**src/rtl/alu_writeback_pkg.sv**
```systemverilog
// Shared types and constants for the ALU writeback stage.
package alu_writeback_pkg;

  localparam int unsigned WB_DATA_WIDTH = 8;
  localparam int unsigned WB_ADDR_WIDTH = 5;
  localparam int unsigned OPSEL_WIDTH   = 4;

  // ALU operation codes; 11..15 are undefined and take the single-byte path.
  localparam logic [OPSEL_WIDTH-1:0] OPSEL_NONE  = 4'd0;
  localparam logic [OPSEL_WIDTH-1:0] OPSEL_ADD   = 4'd1;
  localparam logic [OPSEL_WIDTH-1:0] OPSEL_ADC   = 4'd2;
  localparam logic [OPSEL_WIDTH-1:0] OPSEL_SUB   = 4'd3;
  localparam logic [OPSEL_WIDTH-1:0] OPSEL_SBC   = 4'd4;
  localparam logic [OPSEL_WIDTH-1:0] OPSEL_AND   = 4'd5;
  localparam logic [OPSEL_WIDTH-1:0] OPSEL_OR    = 4'd6;
  localparam logic [OPSEL_WIDTH-1:0] OPSEL_EOR   = 4'd7;
  localparam logic [OPSEL_WIDTH-1:0] OPSEL_MUL   = 4'd8;
  localparam logic [OPSEL_WIDTH-1:0] OPSEL_MULS  = 4'd9;
  localparam logic [OPSEL_WIDTH-1:0] OPSEL_MULSU = 4'd10;

  // Writeback sequencer states.
  typedef enum logic [1:0] {
    WB_IDLE = 2'd0,
    WB_ONE  = 2'd1,
    WB_LO   = 2'd2,
    WB_HI   = 2'd3
  } wb_state_t;

  // True for operations returning a 16-bit product.
  function automatic logic is_mul_op(input logic [OPSEL_WIDTH-1:0] op);
    return (op == OPSEL_MUL) || (op == OPSEL_MULS) || (op == OPSEL_MULSU);
  endfunction

endpackage

```
**src/rtl/alu_writeback_if.sv**
```systemverilog
// ALU result bundle handshake between the ALU (master) and writeback (slave).
interface alu_writeback_if
  import alu_writeback_pkg::*;
#(
  parameter int unsigned DATA_WIDTH = WB_DATA_WIDTH,
  parameter int unsigned ADDR_WIDTH = WB_ADDR_WIDTH
);
  logic                    valid_in;
  logic                    ready_out;
  logic [OPSEL_WIDTH-1:0]  opsel;
  logic [ADDR_WIDTH-1:0]   rd_addr;
  logic [DATA_WIDTH-1:0]   alu_out;
  logic [2*DATA_WIDTH-1:0] mul_out;
  logic [DATA_WIDTH-1:0]   flags_in;
  logic                    wb_en;
  logic                    sreg_en;

  modport master (
    output valid_in, opsel, rd_addr, alu_out, mul_out, flags_in, wb_en, sreg_en,
    input  ready_out
  );

  modport slave (
    input  valid_in, opsel, rd_addr, alu_out, mul_out, flags_in, wb_en, sreg_en,
    output ready_out
  );
endinterface

```
**src/rtl/alu_writeback.sv**
```systemverilog
// Sequences ALU results into a single-write-port register file and owns SREG.
// A 16-bit product is written as two consecutive byte writes (low, then high).
module alu_writeback
  import alu_writeback_pkg::*;
#(
  parameter int unsigned            DATA_WIDTH  = WB_DATA_WIDTH,
  parameter int unsigned            ADDR_WIDTH  = WB_ADDR_WIDTH,
  parameter logic [ADDR_WIDTH-1:0]  MUL_LO_ADDR = '0,
  parameter logic [ADDR_WIDTH-1:0]  MUL_HI_ADDR = ADDR_WIDTH'(1),
  parameter logic [DATA_WIDTH-1:0]  SREG_RESET  = '0
) (
  input  logic                  clk,
  input  logic                  reset,
  alu_writeback_if.slave        bus,
  output logic                  rf_we,
  output logic [ADDR_WIDTH-1:0] rf_waddr,
  output logic [DATA_WIDTH-1:0] rf_wdata,
  output logic [DATA_WIDTH-1:0] sreg,
  output logic                  done
);

  wb_state_t             state_q, state_d;
  logic                  ready_q, ready_d;
  logic                  we_d, done_d;
  logic [ADDR_WIDTH-1:0] waddr_d;
  logic [DATA_WIDTH-1:0] wdata_d, sreg_d;
  // Only the parts of the bundle needed after the accept cycle are captured;
  // the first write of every bundle is registered straight from the inputs.
  logic                  wb_en_q, wb_en_d;
  logic [DATA_WIDTH-1:0] mul_hi_q, mul_hi_d;
  logic                  accept;

  assign accept        = bus.valid_in & ready_q;
  assign bus.ready_out = ready_q;

  // Next state and next registered outputs.
  always_comb begin
    state_d  = WB_IDLE;
    ready_d  = 1'b1;
    we_d     = 1'b0;
    waddr_d  = '0;
    wdata_d  = '0;
    done_d   = 1'b0;
    sreg_d   = sreg;
    wb_en_d  = wb_en_q;
    mul_hi_d = mul_hi_q;

    case (state_q)
      WB_LO: begin
        state_d = WB_HI;
        we_d    = wb_en_q;
        waddr_d = wb_en_q ? MUL_HI_ADDR : '0;
        wdata_d = wb_en_q ? mul_hi_q : '0;
        done_d  = 1'b1;
      end
      default: begin
        if (accept) begin
          wb_en_d  = bus.wb_en;
          mul_hi_d = bus.mul_out[2*DATA_WIDTH-1:DATA_WIDTH];
          if (bus.sreg_en) sreg_d = bus.flags_in;
          we_d = bus.wb_en;
          if (is_mul_op(bus.opsel)) begin
            state_d = WB_LO;
            ready_d = 1'b0;
            waddr_d = bus.wb_en ? MUL_LO_ADDR : '0;
            wdata_d = bus.wb_en ? bus.mul_out[DATA_WIDTH-1:0] : '0;
          end else begin
            state_d = WB_ONE;
            done_d  = 1'b1;
            waddr_d = bus.wb_en ? bus.rd_addr : '0;
            wdata_d = bus.wb_en ? bus.alu_out : '0;
          end
        end
      end
    endcase
  end

  // State, capture and output registers with synchronous reset.
  always_ff @(posedge clk) begin
    if (reset) begin
      state_q  <= WB_IDLE;
      ready_q  <= 1'b1;
      rf_we    <= 1'b0;
      rf_waddr <= '0;
      rf_wdata <= '0;
      done     <= 1'b0;
      sreg     <= SREG_RESET;
      wb_en_q  <= 1'b0;
      mul_hi_q <= '0;
    end else begin
      state_q  <= state_d;
      ready_q  <= ready_d;
      rf_we    <= we_d;
      rf_waddr <= waddr_d;
      rf_wdata <= wdata_d;
      done     <= done_d;
      sreg     <= sreg_d;
      wb_en_q  <= wb_en_d;
      mul_hi_q <= mul_hi_d;
    end
  end

endmodule

```
**src/flat_wrapper.sv**
```systemverilog
// flat-port wrapper written by rule: the top's interface ports become plain ports
module alu_writeback_flat import alu_writeback_pkg::*;
#(
  parameter int unsigned            DATA_WIDTH  = WB_DATA_WIDTH,
  parameter int unsigned            ADDR_WIDTH  = WB_ADDR_WIDTH,
  parameter logic [ADDR_WIDTH-1:0]  MUL_LO_ADDR = '0,
  parameter logic [ADDR_WIDTH-1:0]  MUL_HI_ADDR = ADDR_WIDTH'(1),
  parameter logic [DATA_WIDTH-1:0]  SREG_RESET  = '0
)
  (clk, reset, rf_we, rf_waddr, rf_wdata, sreg, done, bus_valid_in, bus_opsel, bus_rd_addr, bus_alu_out, bus_mul_out, bus_flags_in, bus_wb_en, bus_sreg_en, bus_ready_out);
  alu_writeback_if #(.DATA_WIDTH(DATA_WIDTH), .ADDR_WIDTH(ADDR_WIDTH)) bus_i ();
  input  logic clk;
  input  logic reset;
  output logic rf_we;
  output logic [ADDR_WIDTH-1:0] rf_waddr;
  output logic [DATA_WIDTH-1:0] rf_wdata;
  output logic [DATA_WIDTH-1:0] sreg;
  output logic done;
  input wire logic [$bits(bus_i.valid_in)-1:0] bus_valid_in;
  input wire logic [$bits(bus_i.opsel)-1:0] bus_opsel;
  input wire logic [$bits(bus_i.rd_addr)-1:0] bus_rd_addr;
  input wire logic [$bits(bus_i.alu_out)-1:0] bus_alu_out;
  input wire logic [$bits(bus_i.mul_out)-1:0] bus_mul_out;
  input wire logic [$bits(bus_i.flags_in)-1:0] bus_flags_in;
  input wire logic [$bits(bus_i.wb_en)-1:0] bus_wb_en;
  input wire logic [$bits(bus_i.sreg_en)-1:0] bus_sreg_en;
  output wire logic [$bits(bus_i.ready_out)-1:0] bus_ready_out;
  assign bus_i.valid_in = bus_valid_in;
  assign bus_i.opsel = bus_opsel;
  assign bus_i.rd_addr = bus_rd_addr;
  assign bus_i.alu_out = bus_alu_out;
  assign bus_i.mul_out = bus_mul_out;
  assign bus_i.flags_in = bus_flags_in;
  assign bus_i.wb_en = bus_wb_en;
  assign bus_i.sreg_en = bus_sreg_en;
  assign bus_ready_out = bus_i.ready_out;
  alu_writeback #(.DATA_WIDTH(DATA_WIDTH), .ADDR_WIDTH(ADDR_WIDTH), .MUL_LO_ADDR(MUL_LO_ADDR), .MUL_HI_ADDR(MUL_HI_ADDR), .SREG_RESET(SREG_RESET)) u_core (.clk(clk), .reset(reset), .bus(bus_i), .rf_we(rf_we), .rf_waddr(rf_waddr), .rf_wdata(rf_wdata), .sreg(sreg), .done(done));
endmodule
```
**config.mk**
```make
export PLATFORM = sky130hd
export DESIGN_NAME = alu_writeback_flat
export DESIGN_NICKNAME = d
export VERILOG_FILES = /design/src/rtl/alu_writeback_pkg.sv /design/src/rtl/alu_writeback_if.sv /design/src/rtl/alu_writeback.sv /design/src/flat_wrapper.sv
export SDC_FILE = /design/constraint.sdc
export NUM_CORES = 1
export LEC_CHECK = 0
export CORE_MARGIN = 2
export CORE_UTILIZATION = 30
export CTS_BUF_LIST = sky130_fd_sc_hd__clkbuf_8
export DETAILED_ROUTE_END_ITERATION = 8
export SLEW_MARGIN = 20
export SYNTH_ARGS = -nofsm -noshare
export SYNTH_HDL_FRONTEND = slang
export SYNTH_SLANG_ARGS = --single-unit
```
**constraint.sdc**
```tcl
create_clock -name clk -period 1.4 [get_ports clk]
set_input_delay 0.14 -clock clk [delete_from_list [all_inputs] [get_ports clk]]
set_output_delay 0.14 -clock clk [all_outputs]
set_load 0.05 [all_outputs]
```
==> impl_metrics.json <==
{
  "status": "complete, no violations",
  "min_period_ns": 1.199,
  "num_io_pins": 70,
  "clk_pin_slew_worst_paths_ns": 0.07,
  "cts-htree-levels": 2,
  "min_delay_worst_endpoint": "u_core.mul_hi_q[4]",
  "cts_sink_cnt": 34,
  "cts-root-buf": "clkbuf_8",
  "design.core.area_um2": 4086,
  "synth.top_cell.area_share_pct": 52.51,
  "global_route.overflow_total": 0,
  "ff2ff_path_depth": 4,
  "post-layout-total-power_mw": 2.174,
  "cts.hold.buffers_added": 0,
  "pins_over_their_slew_limit": 0,
  "setup.worst_path.end_class": "flip-flop",
  "detail-route-antenna-nets": 0,
  "vias": 1198,
  "num-nets-final": 259,
  "hp-class": "in2reg",
  "grt.total_usage_pct": 13.90,
  "first_iter_violations": 52,
  "dp.final_hpwl_um": 2567,
  "worst_ep_required_time_ns": 1.61,
  "antenna_cell_count": 0,
  "starting_utilization_of_the_core_area_pct": 31.72,
  "first_global_vias": 1174,
  "power.density_cell_area_nw_per_um2": 1043,
  "unrepaired_setup_endpoints_after_global_routing": "no",
  "timing.setup.critical_path_class": "reg2reg",
  "post_synth_inst_count": 140,
  "port-buffer-count": 69,
  "vias_per_cell": 4.538,
  "cts_setup_buffers": 0,
  "timing.rr.start": "u_core.state_q[0]",
  "slew_headroom_pct": 70.04,
  "worst_skew_pair.late_latency_ns": 0.28,
  "ctsResizeCount": 0,
  "fraction_of_final_layout_cells_sized_beyond_drive_strength_1_pct": 21.50,
  "synth-seq-cells": 34,
  "finalHoldWorstSlack_ns": 0.4064,
  "die_area_um2": 4862,
  "die-width_um": 69.73,
  "routabilityCongestion": 0.7770,
  "crit_arrival_ns": 1.41,
  "fmax_mhz": 834.3,
  "report.final.hold_viol_count": 0,
  "synth_cell_type_count": 20,
  "tritoncts": "yes",
  "total_buffers_and_inverters_traversed_by_the_critical_path": 0,
  "mappedNetlistArea_um2": 1296,
  "hold-path-cell-count": 3,
  "area_delta_synth_final_pct": 60.81,
  "drv_cap": 0,
  "post-route-period-util_pct": 85.61,
  "clock_skew_ns": 0.003928,
  "cp_slowest_stage_delay_ns": 0.38,
  "post-synth-top-area-cell": "dfxtp_1",
  "synth_top_cells_by_area": "dfxtp_1 (53%), nand2_1 (11%), a21oi_1 (8.1%)",
  "actual_slew_at_the_worst_max_slew_pin_ns": 0.4478,
  "layout.core_utilization_pct": 51.01,
  "ff2ff_setup_slack_ns": 0.20,
  "syn-mean-instance-area_um2": 9.259,
  "timing.critical_path.max_delay_family": "simple AND/OR/NAND/NOR gates",
  "totalWireLength_um": 3290,
  "chipHeight_um": 69.73,
  "worst_setup_path_start_kind": "flip-flop",
  "finalSetupViolations": 0,
  "wl_per_cell_um": 12.46,
  "remaining_drc_errors": 0,
  "clk_path_buf_depth": 2,
  "worst_path_max_delay_cell": "nor2_1",
  "timing.critical_path.fanout_max": 8,
  "worst_ir_drop_vdd_mv": 0.6399,
  "first_pass_grt_wire_length_um": 5340,
  "critical_path.reg2reg.endpoint": "u_core.rf_wdata[5]",
  "synth-seq-area-share_pct": 52.51,
  "yosys_warnings": 0,
  "leakage_nw": 0.8428,
  "detail_route.first_pass.iterations": 4,
  "crit_chain": "nand3b_1 > nor2_1 > nand2_1 > o21ai_1",
  "tritoncts.num_buffers": 5,
  "core.rowCount": 23,
  "largest_net_degree_at_the_start_of_global_routing": 19,
  "synth_fp_nets": 186,
  "hold_path.startpoint": "bus_mul_out[12]",
  "grt_antenna_before_repair": 0
}
==> where the power goes <==
part / internal (mW) / switching, mW / leakage [nW]
clock network: 0.389 / 0.333 / 0.0524
logic: 0.213 / 0.207 / 0.513
registers: 1.01 / 0.0204 / 0.278
==> flip-flops by register name, summed over array words and instances (netlist names) <==
register              flops
u_core.rf_we              1
u_core.wb_en_q            1
u_core.rf_wdata           8
u_core.rf_waddr           5
u_core.mul_hi_q           8
u_core.state_q            2
u_core.sreg               8
u_core.bus.ready_out      1
==> synthesized netlist by cell type <==
cell type,n
mux2i_1,8
or3_1,1
nand3b_4,1
nor2_1,1
buf_6,3
buf_4,2
nand3b_1,2
nor3b_2,4
clkbuf_1,2
nand2_1,38
and2_4,2
nand2b_4,1
nand4_1,1
o21ai_1,6
nand3_1,9
o21ai_0,2
buf_2,1
a21oi_1,21
and3b_1,1
dfxtp_1,34
==> metrics by stage <==
step / worst slack, ns / cell area, um^2 / TNS (ns) / cells
floorplan: 0.05357 / 1299 / 0 / 140
global placement: 0.01486 / 1993 / 0 / 256
detailed placement: -0.03808 / 1993 / -0.08360 / 256
CTS: 0.1779 / 2085 / 0 / 264
global route: 0.1040 / 2085 / 0 / 264
finish: 0.2014 / 2085 / 0 / 264
==> area by class of cell <==
class                           instances  area, um^2
Sequential cell                        34       683.2
Fill cell                             386        2002
Clock buffer                            6       82.58
Multi-Input combinational cell         98       554.3
Timing Repair Buffer                   74       693.2
Tap cell                               50       62.56
Clock inverter                          2       8.758
==> cells by family (layout without fill, tap and decap cells) <==
kind of cell / Yosys count / after routing / synth area share, %
and+or+nand+nor: 61 / 61 / 25.39
buffers and inverters: 8 / 82 / 4.729
DFF: 34 / 34 / 52.51
muxes: 8 / 8 / 6.178
AOI/OAI and AO/OA: 29 / 29 / 11.20
==> worst min-delay path, delay by kind of cell <==
family                 cells  cell delay (ns)
AOI/OAI and AO/OA          1             0.05
buffers and inverters      1             0.40
and+or+nand+nor            1             0.06
==> layout by cell type (no fill, tap or decap), drive strengths merged, types with 4 or more instances in the layout <==
| cell | Yosys | routed |
|---|---|---|
| o21ai | 8 | 8 |
| mux2i | 8 | 8 |
| clkdlybuf4s50 | 0 | 45 |
| buf | 6 | 29 |
| a21oi | 21 | 21 |
| dfxtp | 34 | 34 |
| nand2 | 38 | 38 |
| clkbuf | 2 | 6 |
| nand3 | 9 | 9 |
| nor3b | 4 | 4 |
==> layer usage <==
| layer | up-vias | wire (um) | GRT usage [%] |
|---|---|---|---|
| met2 | 48 | 1573 | 22.76 |
| met5 | - | 0 | 0 |
| met4 | 0 | 44 | 5.769 |
| met3 | 5 | 362 | 7.122 |
| li1 | 621 | - | - |
| met1 | 524 | 1310 | 15.19 |
==> how the worst max path moves through the flow <==
| stage | from | endpoint | slack, ns | cells after the start |
|---|---|---|---|---|
| CTS | u_core.state_q[0] | u_core.rf_wdata[5] | 0.18 | 4 |
| global route | u_core.state_q[1] | u_core.rf_wdata[5] | 0.10 | 4 |
| floorplan | u_core.bus.ready_out | u_core.rf_waddr[1] | 0.05 | 6 |
| finish | u_core.state_q[0] | u_core.rf_wdata[5] | 0.20 | 4 |
| detailed placement | bus_opsel[3] | u_core.rf_wdata[0] | -0.04 | 5 |
| global placement | bus_opsel[3] | u_core.rf_wdata[1] | 0.01 | 5 |
Power figures use the tool's default switching activity.
